## src/rtl/moore_fsm_ov.sv

```systemverilog
// Moore detector for the serial pattern "101" with overlapping matches.
// out is registered and decodes only the current state, so it never depends combinationally on in.
module moore_fsm_ov (
  input  logic in,
  input  logic rst,
  input  logic clk,
  output logic out
);

  // The state value is the longest suffix of the input history that is also a prefix of "101".
  typedef enum logic [1:0] {
    S0 = 2'b00,  // no match
    S1 = 2'b01,  // seen "1"
    S2 = 2'b10,  // seen "10"
    S3 = 2'b11   // seen "101"
  } state_t;

  state_t state;

  function automatic state_t next_state(input state_t cur, input logic bit_in);
    case (cur)
      S0:      return bit_in ? S1 : S0;
      S1:      return bit_in ? S1 : S2;
      S2:      return bit_in ? S3 : S0;
      // The trailing '1' of a completed match is the first '1' of the next match.
      S3:      return bit_in ? S1 : S2;
      default: return S0;
    endcase
  endfunction

  // NOTE: the reset is in the sensitivity list so it acts at once, without waiting for a clock
  // edge. State updates use <= so every register samples the values from before the edge.
  always_ff @(posedge clk or posedge rst) begin
    if (rst) begin
      state <= S0;
      out   <= 1'b0;
    end else begin
      state <= next_state(state, in);
      // out is loaded together with its state, so it is high exactly while state is S3.
      out   <= (next_state(state, in) == S3);
    end
  end

endmodule

```

## config.mk

```make
export PLATFORM = sky130hd
export DESIGN_NAME = moore_fsm_ov
export DESIGN_NICKNAME = d
export VERILOG_FILES = /design/src/rtl/moore_fsm_ov.sv
export SDC_FILE = /design/constraint.sdc
export NUM_CORES = 1
export LEC_CHECK = 0
export BUFFER_PORTS_ARGS = -buffer_cell sky130_fd_sc_hd__buf_4
export CORE_AREA = 5 5 42 44
export CTS_BUF_LIST = sky130_fd_sc_hd__clkbuf_4
export CTS_CLUSTER_DIAMETER = 40
export DETAILED_ROUTE_END_ITERATION = 10
export DIE_AREA = 0 0 47 49
export GPL_TIMING_DRIVEN = 0
export HOLD_SLACK_MARGIN = 0.03
export PLACE_DENSITY = 0.3
export SLEW_MARGIN = 0
export SYNTH_ARGS = -nofsm -noshare
export SYNTH_HDL_FRONTEND = slang
export SYNTH_SLANG_ARGS = --single-unit
export TNS_END_PERCENT = 10
```

## constraint.sdc

```tcl
create_clock -name clk -period 1.1 [get_ports clk]
set_input_delay 0.165 -clock clk [delete_from_list [all_inputs] [get_ports clk]]
set_output_delay 0.165 -clock clk [all_outputs]
set_load 0.02 [all_outputs]
```

Word level (Yosys, flattened, before mapping):

Index checks and enable logic that the tools add are counted.

* reductions and logical operators: 2
* multiplexer cells: 4
* equality and inequality tests: 4

Operators by type and width (count)
* == test 2 bit, second input constant: 3
* case mux 2 bit (3 select lines): 1
* 2-to-1 mux 2 bit: 2
* == test 2 x 1 -> 1 bit, second input constant: 1
* zero test 2 bit: 1
* OR reduction 2 bit: 1
* 2-to-1 mux 1 bit: 1

* bits in registers: 3
* output and inout port bits: 1
* word-level logic and storage cells: 12
* input bits: 3

Longest topological paths before layout:

* depth after elaboration: 4
* gate-level depth with buffers: 2
* gate-level depth less buffers: 2

Worst setup path before layout:

No wires, ideal clock.

* path type: flip-flop to flip-flop
* from: reg state[1]
* to: reg state[1]
* path slack: 0.339 ns
* arrival time: 0.643 ns
* buffers on the path: 0
* period minus slack after synthesis: 0.761 ns
* library setup time: 0.118 ns
* cell stages (with the launch flop): 3
* required time: 0.982 ns
* path through: dfrtp_1 > and3b_1 > a21o_1

* cells in the longest elaborated chain, start to end: 3
* elaborated cells on any way between the ends: 6
* classes of those cells: 3 x eq/ne; 1 x mux; 2 x reduce/logical

Ends and longest elaborated chain
* start, declared: RTL line 18 `state_t state;`
* start signal, assigned: RTL line 38 `state <= next_state(state, in);`
* == test 2 bit / == test 2 x 1 -> 1 bit (equally long branches): RTL line 21 `case (cur)`
* OR reduction 2 bit (no line)
* case mux 2 bit (3 select lines) *: RTL line 21

Mark *: on every way between the ends. The rest lies on a longest branch, timed or not.

Final worst setup path:

* from: reg out
* to: out out

RTL lines
* start, declared: RTL line 7 `output logic out`
* start signal, assigned: RTL line 40 `out <= (next_state(state, in) == S3);`

No word-level cell between the ends.

==> impl_metrics.toml <==
[outcome]
outcome = "finished clean"

[logic_synthesis]
synth_area_leader_cell = "dfrtp_1"
async_flop_share = 1.00
yosysSeqAreaShare = 0.732
synthesis.instances = 8
ys.flop_type = "dfrtp_1"
synth.avg_cell_area_um2 = 12.8
ys_top_cells_by_count = "dfrtp_1, inv_1, a21o_1, and3b_1, clkbuf_1"
ys_warn_count = 0
synthesis.area_um2 = 103
syn-num-nets = 11
synth_most_common_cell = "dfrtp_1"
synth-edff-count = 0
synth_top_area_frac = 0.732
ys_ff_latch = 3
yosysUniqueCellTypes = 5
synth.area.top_cells = "dfrtp_1, and3b_1, a21o_1"

[route]
wire_per_inst_um = 6.03
antenna_left = 0
drc_errors = 0
drt_iter0_markers = 1
via_per_inst = 2.44
first_pass_iters = 2
vias = 78
totalWireLength_um = 193

[clock_tree]
cts.repair.resized = 0
cts_setup_buffers = 0
clock_latency_ps = 230
clk_pin_slew_ps = 40
clock-root-buffer = "clkbuf_4"
cts_tree = "yes"
clock-sinks = 3
clock_path_buffers = 2
htreeDepth = 1
cts-buffers-inserted = 3
cts_hold_buf = 1

[setup_path]
worstPathRequired_ps = 940
start_kind = "register"
cp_top_family = "flip-flops"
critPathKind = "register to output port"
critPathMaxStageDelay_ps = 360
cp_max_fo = 1
cp_cell_sequence = "buf_4"
cp.arrival_ps = 740
slowest_stage = "dfrtp_1"
cp-end-kind = "output port"
crit_buf_inv = 1

[die]
ios = 4
die_h_um = 49
fp.dieW_um = 47
rows = 14
die_area_um2 = 2300
core-area_um2 = 1400
initial_core_util = 0.0732

[global_routing]
grt_pass1_vias = 97
grt_pass1_wl_um = 345
grt_max_degree = 4
antenna_found_initial = 0
grt.total_usage = 0.0254
gr-total-overflow = 0

[place]
gp_congestion = 0.631
port_buffers = 3

[final_layout]
final_nets = 20
drive_above_1_share = 0.438
final_util = 0.132
diodes = 0
area_delta_synth_final_pct = 80.5

[sta]
tightest_slew_ps = 113
slew-limit-headroom = 0.924
min_period_over_period = 0.822
final_max_slew_viol_count = 0
hold_viol_final = 0
fin_setup_tns_ps = 0
setup_viol = 0
finalCriticalPeriod_ps = 904
skew_ps = 0.841
max_clock_freq_mhz = 1110
rsz0062_at_grt = "false"

[job]
timing.max_cap.violations = 0

[power]
vdd_drop_max_uv = 743
leakage_nw = 0.103
power_density_nw_per_um2 = 1910

[worst_hold_path]
worstHoldPathType = "primary input to register"
-- power by group --
group	switching [mW]	internal (mW)	leakage (nW)
clock	0.0540	0.160	0.0184
combinational	0.00814	0.0122	0.0469
sequential	0.00191	0.117	0.0379
-- state kept, by name, indices dropped and copies added, names as in the netlist --
| name | cells |
|---|---|
| state | 2 |
| out | 1 |
-- logic make-up (layout without fill, tap and decap cells) --
| family | count (synthesis) | in the layout | synth area share |
|---|---|---|---|
| buffers and inverters | 3 | 11 | 0.110 |
| AOI/OAI and AO/OA | 1 | 1 | 0.0732 |
| DFF | 3 | 3 | 0.732 |
| and+or+nand+nor | 1 | 1 | 0.0854 |
-- cell type report --
cell class,count,area [um2]
fillers,163,1220
flip-flops and latches,3,75.1
repair buffers,4,32.5
clock buffers,4,30.0
well taps,16,20.0
multi-input cells,2,16.3
inverters,2,7.51
plain buffers,1,3.75
-- metal layers --
metal	wire length (um)	GRT usage
met1	86	0.0243
met2	57	0.0226
met3	48	0.0554
met4	0	0
met5	0	0
-- layout by cell type, fill, tap and decap left out --
cell / count
clkbuf_1: 1
buf_4: 3
inv_1: 2
a21o_1: 1
and3b_1: 1
clkbuf_4: 4
dfrtp_1: 3
dlygate4sd3_1: 1
-- metrics by stage --
| stage | total power, mW | setup slack (ps) | area (um2) | hold slack [ps] | std cells |
|---|---|---|---|---|---|
| 6_report | 0.353 | 196 | 185 | 134 | 32 |
| 5_1_grt | 0.387 | 170 | 185 | 133 | 32 |
| 4_1_cts | 0.363 | 190 | 185 | 130 | 32 |
| 3_5_place_dp | 0.138 | 306 | 145 | 50.8 | 27 |
| 3_3_place_gp | 0.137 | 327 | 145 | 43.6 | 27 |
| 2_1_floorplan | 0.128 | 339 | 103 | -81.4 | 8 |
-- path summary, 6_finish.rpt --
kind	cells past startpoint	slack, ps	start	end
hold / removal	2	130	in	state[0]
hold reg to reg	1	480	state[0]	state[1]
setup reg to reg	2	310	state[1]	state[1]
max in group asynchronous	3	610	rst	state[0]
min in group asynchronous	3	360	rst	out
setup / recovery	1	200	out	out
Power figures use the tool's default switching activity.
